`config.mk`:
```
export PLATFORM = sky130hd
export DESIGN_NAME = i2s_cfg_sequencer
export DESIGN_NICKNAME = d
export VERILOG_FILES = /design/src/rtl/i2s_cfg_seq_pkg.sv /design/src/rtl/i2s_cfg_seq_fsm.sv /design/src/rtl/i2s_cfg_sequencer.sv
export SDC_FILE = /design/constraint.sdc
export NUM_CORES = 1
export LEC_CHECK = 0
export ABC_AREA = 1
export CAP_MARGIN = 25
export CORE_MARGIN = 3
export CORE_UTILIZATION = 51
export DETAILED_ROUTE_END_ITERATION = 10
export PLACE_DENSITY = 0.77
export SYNTH_ARGS = -nofsm -noshare
export SYNTH_HDL_FRONTEND = slang
export SYNTH_HIERARCHICAL = 1
export SYNTH_SLANG_ARGS = --single-unit
```
`constraint.sdc`:
```
create_clock -name clk_i -period 2.1 [get_ports clk_i]
set_clock_uncertainty 0.2 [all_clocks]
set_input_delay 0.42 -clock clk_i [delete_from_list [all_inputs] [get_ports clk_i]]
set_output_delay 0.42 -clock clk_i [all_outputs]
set_load 0.03 [all_outputs]
```
`src/rtl/i2s_cfg_seq_pkg.sv`:
```
`default_nettype none
// i2s_cfg_seq_pkg -- configuration bundles, mode and state encodings for the config sequencer.
// Revision 1.0
package i2s_cfg_seq_pkg;

  typedef struct packed {
    logic        lsb_first;
    logic        two_ch;
    logic [4:0]  bits_word;
    logic [3:0]  words;
    logic [1:0]  pdm_mode;
    logic [9:0]  pdm_decimation;
    logic [2:0]  pdm_shift;
    logic [1:0]  dsp_mode;
    logic [8:0]  dsp_offset;
    logic [15:0] dsp_setup_time;
    logic        rx_continuous;
  } slv_cfg_t;

  typedef struct packed {
    logic        lsb_first;
    logic        two_ch;
    logic [4:0]  bits_word;
    logic [3:0]  words;
    logic [1:0]  dsp_mode;
    logic [8:0]  dsp_offset;
    logic [15:0] dsp_setup_time;
  } mst_cfg_t;

  localparam int SLV_CFG_W = $bits(slv_cfg_t);
  localparam int MST_CFG_W = $bits(mst_cfg_t);

  typedef enum logic [1:0] {
    I2S = 2'd0,
    PDM = 2'd1,
    DSP = 2'd2
  } mode_e;

  localparam logic [1:0] MODE_RSVD = 2'd3;

  typedef enum logic [2:0] {
    ST_IDLE  = 3'd0,
    ST_RUN   = 3'd1,
    ST_STOP  = 3'd2,
    ST_DRAIN = 3'd3,
    ST_LOAD  = 3'd4,
    ST_START = 3'd5
  } seq_state_e;

endpackage
`default_nettype wire

```
`src/rtl/i2s_cfg_seq_fsm.sv`:
```
`default_nettype none
// i2s_cfg_seq_fsm -- stop / drain / load / start sequencer for one datapath channel.
// Revision 1.0
module i2s_cfg_seq_fsm
  import i2s_cfg_seq_pkg::*;
#(
  parameter int CFG_W         = 8,
  parameter int QUIET_CYCLES  = 16,
  parameter int DRAIN_TIMEOUT = 1024
) (
  input  logic             clk,
  input  logic             rst_n,
  input  logic             req,
  input  logic             req_en,
  input  logic [CFG_W-1:0] req_cfg,
  input  logic             activity,
  output logic             en,
  output logic [CFG_W-1:0] cfg,
  output logic             busy,
  output logic             timeout
);

  localparam int QW = $clog2(QUIET_CYCLES) + 1;
  localparam int TW = $clog2(DRAIN_TIMEOUT) + 1;
  localparam logic [QW-1:0] QUIET_LAST = QW'(QUIET_CYCLES);
  localparam logic [TW-1:0] DRAIN_LAST = TW'(DRAIN_TIMEOUT);

  seq_state_e       state;
  logic             pend_en;
  logic [CFG_W-1:0] pend_cfg;
  logic [QW-1:0]    quiet_cnt;
  logic [TW-1:0]    drain_cnt;
  logic [QW-1:0]    quiet_nxt;
  logic [TW-1:0]    drain_nxt;

  assign quiet_nxt = quiet_cnt + QW'(1);
  assign drain_nxt = drain_cnt + TW'(1);
  assign busy      = (state != ST_IDLE) && (state != ST_RUN);

  always_ff @(posedge clk or negedge rst_n) begin
    if (!rst_n) begin
      state     <= ST_IDLE;
      en        <= 1'b0;
      cfg       <= '0;
      pend_en   <= 1'b0;
      pend_cfg  <= '0;
      quiet_cnt <= '0;
      drain_cnt <= '0;
      timeout   <= 1'b0;
    end else begin
      timeout <= 1'b0;
      case (state)
        ST_IDLE: begin
          if (req) begin
            pend_en  <= req_en;
            pend_cfg <= req_cfg;
            state    <= ST_LOAD;
          end
        end
        ST_RUN: begin
          // Enables fall on the same edge that enters STOP.
          if (req) begin
            pend_en  <= req_en;
            pend_cfg <= req_cfg;
            en       <= 1'b0;
            state    <= ST_STOP;
          end
        end
        ST_STOP: begin
          en        <= 1'b0;
          quiet_cnt <= '0;
          drain_cnt <= '0;
          state     <= ST_DRAIN;
        end
        ST_DRAIN: begin
          drain_cnt <= drain_nxt;
          quiet_cnt <= activity ? '0 : quiet_nxt;
          // A quiet threshold reached on the timeout cycle is a clean load, not an error.
          if (!activity && (quiet_nxt == QUIET_LAST)) begin
            state <= ST_LOAD;
          end else if (drain_nxt == DRAIN_LAST) begin
            state   <= ST_LOAD;
            timeout <= 1'b1;
          end
        end
        ST_LOAD: begin
          cfg   <= pend_cfg;
          state <= pend_en ? ST_START : ST_IDLE;
        end
        ST_START: begin
          en    <= pend_en;
          state <= ST_RUN;
        end
        default: begin
          en    <= 1'b0;
          state <= ST_IDLE;
        end
      endcase
    end
  end

endmodule
`default_nettype wire

```
`src/rtl/i2s_cfg_sequencer.sv`:
```
`default_nettype none
// i2s_cfg_sequencer -- applies register-side configuration to the RX (slave) and TX (master) paths safely.
// Revision 1.0
module i2s_cfg_sequencer
  import i2s_cfg_seq_pkg::*;
#(
  parameter int QUIET_CYCLES  = 16,
  parameter int DRAIN_TIMEOUT = 1024
) (
  input  logic                 clk_i,
  input  logic                 rstn_i,
  input  logic                 slv_req_i,
  input  logic                 slv_req_en_i,
  input  logic [1:0]           slv_req_mode_i,
  input  logic [SLV_CFG_W-1:0] slv_req_cfg_i,
  input  logic                 rx_valid_i,
  output logic                 cfg_slave_en_o,
  output logic                 cfg_slave_pdm_en_o,
  output logic                 cfg_slave_dsp_en_o,
  output logic [SLV_CFG_W-1:0] cfg_slave_o,
  output logic                 slv_busy_o,
  output logic                 slv_err_o,
  input  logic                 mst_req_i,
  input  logic                 mst_req_en_i,
  input  logic                 mst_req_dsp_i,
  input  logic [MST_CFG_W-1:0] mst_req_cfg_i,
  input  logic                 tx_valid_i,
  input  logic                 tx_ready_i,
  output logic                 cfg_master_en_o,
  output logic                 cfg_master_dsp_en_o,
  output logic [MST_CFG_W-1:0] cfg_master_o,
  output logic                 mst_busy_o,
  output logic                 mst_err_o
);

  logic                 slv_req_ok;
  logic                 slv_req_bad;
  logic                 slv_en;
  logic                 slv_timeout;
  logic [SLV_CFG_W+1:0] slv_ext;
  logic [1:0]           slv_mode;

  logic                 mst_req_ok;
  logic                 mst_en;
  logic                 mst_timeout;
  logic [MST_CFG_W:0]   mst_ext;

  // The mode travels with the bundle so it changes only on load.
  assign slv_req_ok  = slv_req_i & ~slv_busy_o & (slv_req_mode_i != MODE_RSVD);
  assign slv_req_bad = slv_req_i & ~slv_busy_o & (slv_req_mode_i == MODE_RSVD);

  i2s_cfg_seq_fsm #(
    .CFG_W         (SLV_CFG_W + 2),
    .QUIET_CYCLES  (QUIET_CYCLES),
    .DRAIN_TIMEOUT (DRAIN_TIMEOUT)
  ) u_slv_fsm (
    .clk      (clk_i),
    .rst_n    (rstn_i),
    .req      (slv_req_ok),
    .req_en   (slv_req_en_i),
    .req_cfg  ({slv_req_mode_i, slv_req_cfg_i}),
    .activity (rx_valid_i),
    .en       (slv_en),
    .cfg      (slv_ext),
    .busy     (slv_busy_o),
    .timeout  (slv_timeout)
  );

  assign slv_mode           = slv_ext[SLV_CFG_W+1:SLV_CFG_W];
  assign cfg_slave_o        = slv_ext[SLV_CFG_W-1:0];
  assign cfg_slave_en_o     = slv_en;
  assign cfg_slave_pdm_en_o = slv_en & (slv_mode == PDM);
  assign cfg_slave_dsp_en_o = slv_en & (slv_mode == DSP);

  always_ff @(posedge clk_i or negedge rstn_i) begin
    if (!rstn_i) begin
      slv_err_o <= 1'b0;
    end else if (slv_req_bad || slv_timeout) begin
      slv_err_o <= 1'b1;
    end else if (slv_req_ok) begin
      slv_err_o <= 1'b0;
    end
  end

  assign mst_req_ok = mst_req_i & ~mst_busy_o;

  i2s_cfg_seq_fsm #(
    .CFG_W         (MST_CFG_W + 1),
    .QUIET_CYCLES  (QUIET_CYCLES),
    .DRAIN_TIMEOUT (DRAIN_TIMEOUT)
  ) u_mst_fsm (
    .clk      (clk_i),
    .rst_n    (rstn_i),
    .req      (mst_req_ok),
    .req_en   (mst_req_en_i),
    .req_cfg  ({mst_req_dsp_i, mst_req_cfg_i}),
    .activity (tx_valid_i & tx_ready_i),
    .en       (mst_en),
    .cfg      (mst_ext),
    .busy     (mst_busy_o),
    .timeout  (mst_timeout)
  );

  assign cfg_master_o        = mst_ext[MST_CFG_W-1:0];
  assign cfg_master_en_o     = mst_en;
  assign cfg_master_dsp_en_o = mst_en & mst_ext[MST_CFG_W];

  always_ff @(posedge clk_i or negedge rstn_i) begin
    if (!rstn_i) begin
      mst_err_o <= 1'b0;
    end else if (mst_timeout) begin
      mst_err_o <= 1'b1;
    end else if (mst_req_ok) begin
      mst_err_o <= 1'b0;
    end
  end

endmodule
`default_nettype wire

```
==> flow_summary.yaml <==
routing:
  drc: 0
  vias: 7462
  ant_nets: 0
  drt-vias-per-instance: 5.01
  routed_wl_um: 21900
  first_iter_violations: 303
  wl_per_cell_um: 14.7
  firstDrtPassIters: 4
timing:
  max_slew_margin: 0.725
  drv_slew: 0
  tns_ps: 0
  period_share: 0.971
  finalHoldViolations: 0
  max_clock_freq_mhz: 491
  post-route-min-period_ps: 2040
  setup_viol: 0
  whs_ps: 150
  rsz0062_at_grt: "false"
  tightest_slew_ps: 412
clock_tree:
  clk_latency_ps: 500
  path_clk_slew_ps: 60
  h-tree-depth: 1
  cts_tree: "built"
  cts-buffers-inserted: 25
  clockBufferDepth: 3
  postCtsSetupBuffers: 0
  clock_sinks: 236
  clockRootBuffer: "clkbuf_16"
run_status:
  status: "completed"
grt:
  grt_pass1_vias: 7426
  grt_max_degree: 67
  overflow: 0
  antenna_found_initial: 0
  grt_pass1_wl_um: 36100
  grt.total_usage: 0.214
worst_setup_path:
  slowest_delay_ps: 440
  timing.rr.start: "u_slv_fsm/state[2]"
  r2r_cells: 9
  crit_fanout: 5
  required_ps: 1480
  r2r_setup_slack_ps: 150
  reg2reg_to: "u_slv_fsm/pend_cfg[8]"
  worst_setup_path_start_kind: "flop"
  path_class: "flop to output pin"
  worstSetupEndpointType: "output pin"
  worstPathCellList: "nor2_4 > inv_1 > buf_2"
  cpMaxStageDelayCell: "dfrtp_1"
  crit_arrival_ps: 1420
placed_design:
  dp.final_hpwl_um: 15000
  gp_congestion: 0.813
  io_buffer_count: 204
final_layout:
  drive_above_1_share: 0.0842
  fill_cells: 1432
  layout_common_cells: "dfrtp_1, nand2_1, inv_1, nor2_1, clkdlybuf4s50_1"
  layout.nets: 1351
  final_common_cell: "dfrtp_1"
  area_growth_syn_to_layout_pct: 32.8
  antenna_cells: 0
pwr:
  powerDensity_mw_per_mm2: 1510
  ir_drop_mv: 0.975
  fin_total_pwr_mw: 19.2
  p_leak_nw: 6.40
synthesis:
  ys_types: 28
  synth.net_count: 1141
  ys_seq_elements: 236
  syn_inst: 1031
  synth_edf_count: 0
  ys_seq_area_frac: 0.616
  synthFlopType: "dfrtp_1"
  synthArstFlopShare: 1.00
  ys.warnings.count: 6
  syn_area_mm2: 0.00959
  synth_area_per_cell_um2: 9.30
floorplan:
  dieArea_mm2: 0.0205
  row_count: 49
  die_x_um: 143
  core_area_mm2: 0.0182
  die_h_um: 143
  start_util: 0.527
  ios: 205
flow_run:
  cap_violations: 0
min_path:
  hold_path.class: "input pin to asynchronous set/reset pin"
-- cells in the mapped netlist (3+ instances only) --
master | instances | area, um^2
nor2_2 | 8 | 50.1
o21ai_1 | 92 | 460
nor2_4 | 6 | 67.6
buf_1 | 3 | 11.3
nand2_2 | 12 | 75.1
nand4_1 | 4 | 25.0
inv_1 | 121 | 454
clkbuf_1 | 22 | 82.6
buf_2 | 15 | 75.1
nand3_1 | 23 | 115
o21ai_0 | 12 | 60.1
mux2_1 | 18 | 203
a21oi_1 | 88 | 440
inv_2 | 10 | 37.5
nor3_1 | 4 | 20.0
clkinv_1 | 3 | 11.3
a22o_1 | 6 | 52.6
o22ai_1 | 8 | 50.1
nand2_1 | 217 | 815
nor2_1 | 105 | 394
dfrtp_1 | 236 | 5910
xor2_1 | 6 | 52.6
ha_1 | 6 | 75.1
-- worst max-delay path: cells and delay by family (launching register included) --
family / cells / cell delay (ps)
AND/OR/NAND/NOR: 1 / 160
buffers and inverters: 2 / 320
flip-flops: 1 / 440
-- cell type report --
cell class / count / area [um^2] / area share
clock buffer: 35 / 713 / 0.0560
clock inverter: 10 / 133 / 0.0104
inverter: 134 / 503 / 0.0395
multi-input combinational: 621 / 3030 / 0.238
sequential: 236 / 5910 / 0.464
tap: 229 / 287 / 0.0225
timing repair buffer: 223 / 2160 / 0.170
-- sequential cells by signal, indices dropped and copies added (netlist names) --
signal	count
mst_err_o	1
slv_err_o	1
u_mst_fsm/cfg	39
u_mst_fsm/drain_cnt	11
u_mst_fsm/en	1
u_mst_fsm/pend_cfg	39
u_mst_fsm/pend_en	1
u_mst_fsm/quiet_cnt	5
u_mst_fsm/state	3
u_mst_fsm/timeout	1
u_slv_fsm/cfg	56
u_slv_fsm/drain_cnt	11
u_slv_fsm/en	1
u_slv_fsm/pend_cfg	56
u_slv_fsm/pend_en	1
u_slv_fsm/quiet_cnt	5
u_slv_fsm/state	3
u_slv_fsm/timeout	1
-- routing by layer --
layer | up-vias | global-route usage | wire length [um]
met5 | - | 0 | 0
met4 | 0 | 0.0550 | 419
met3 | 34 | 0.0295 | 1050
met2 | 180 | 0.367 | 11100
met1 | 3558 | 0.291 | 9330
li1 | 3690 | - | -
-- metrics by stage --
stage | worst slack, ps | utilization | instance area, um^2 | instances
after floorplan | 235 | - | 9590 | 1031
after global placement | 68.6 | 0.659 | 12000 | 1442
after detailed placement | -6.70 | 0.659 | 12000 | 1442
after CTS | -76.9 | 0.699 | 12700 | 1488
after global routing | 0.194 | 0.700 | 12700 | 1488
final | 61.4 | 0.700 | 12700 | 1488
-- how the worst max path moves through the flow --
stage	depth (start not counted)	slack, ps	startpoint	endpoint
2_1_floorplan	9	240	u_slv_fsm/state[2]	u_slv_fsm/pend_cfg[10]
3_3_place_gp	7	70	mst_req_i	u_mst_fsm/pend_cfg[26]
3_5_place_dp	8	-7	slv_req_mode_i[0]	u_slv_fsm/pend_cfg[9]
4_1_cts	3	-80	u_slv_fsm/state[2]	slv_busy_o
5_1_grt	3	0.2	u_mst_fsm/en	cfg_master_dsp_en_o
6_report	3	60	u_slv_fsm/state[2]	slv_busy_o
-- kinds of logic after synthesis --
logic type      synth area share
compound gates             0.116
flops                      0.616
simple gates               0.164
fa+ha+maj                0.00783
xor+xnor                 0.00548
buf+inv                   0.0701
mux                       0.0211
-- timing repair --
| action | in CTS | in global routing |
|---|---|---|
| hold buffers | 1 | 0 |
| setup endpoints to repair | 101 | 9 |
| hold endpoints to repair | 236 | 0 |
| gates resized for setup | 113 | 4 |
-- power by group --
part | switching, mW | internal, mW | leakage [nW]
registers | 0.919 | 6.48 | 2.82
logic | 4.85 | 2.49 | 3.15
clock network | 1.70 | 2.74 | 0.421
total | 7.47 | 11.7 | 6.40
Power figures use the tool's default switching activity.
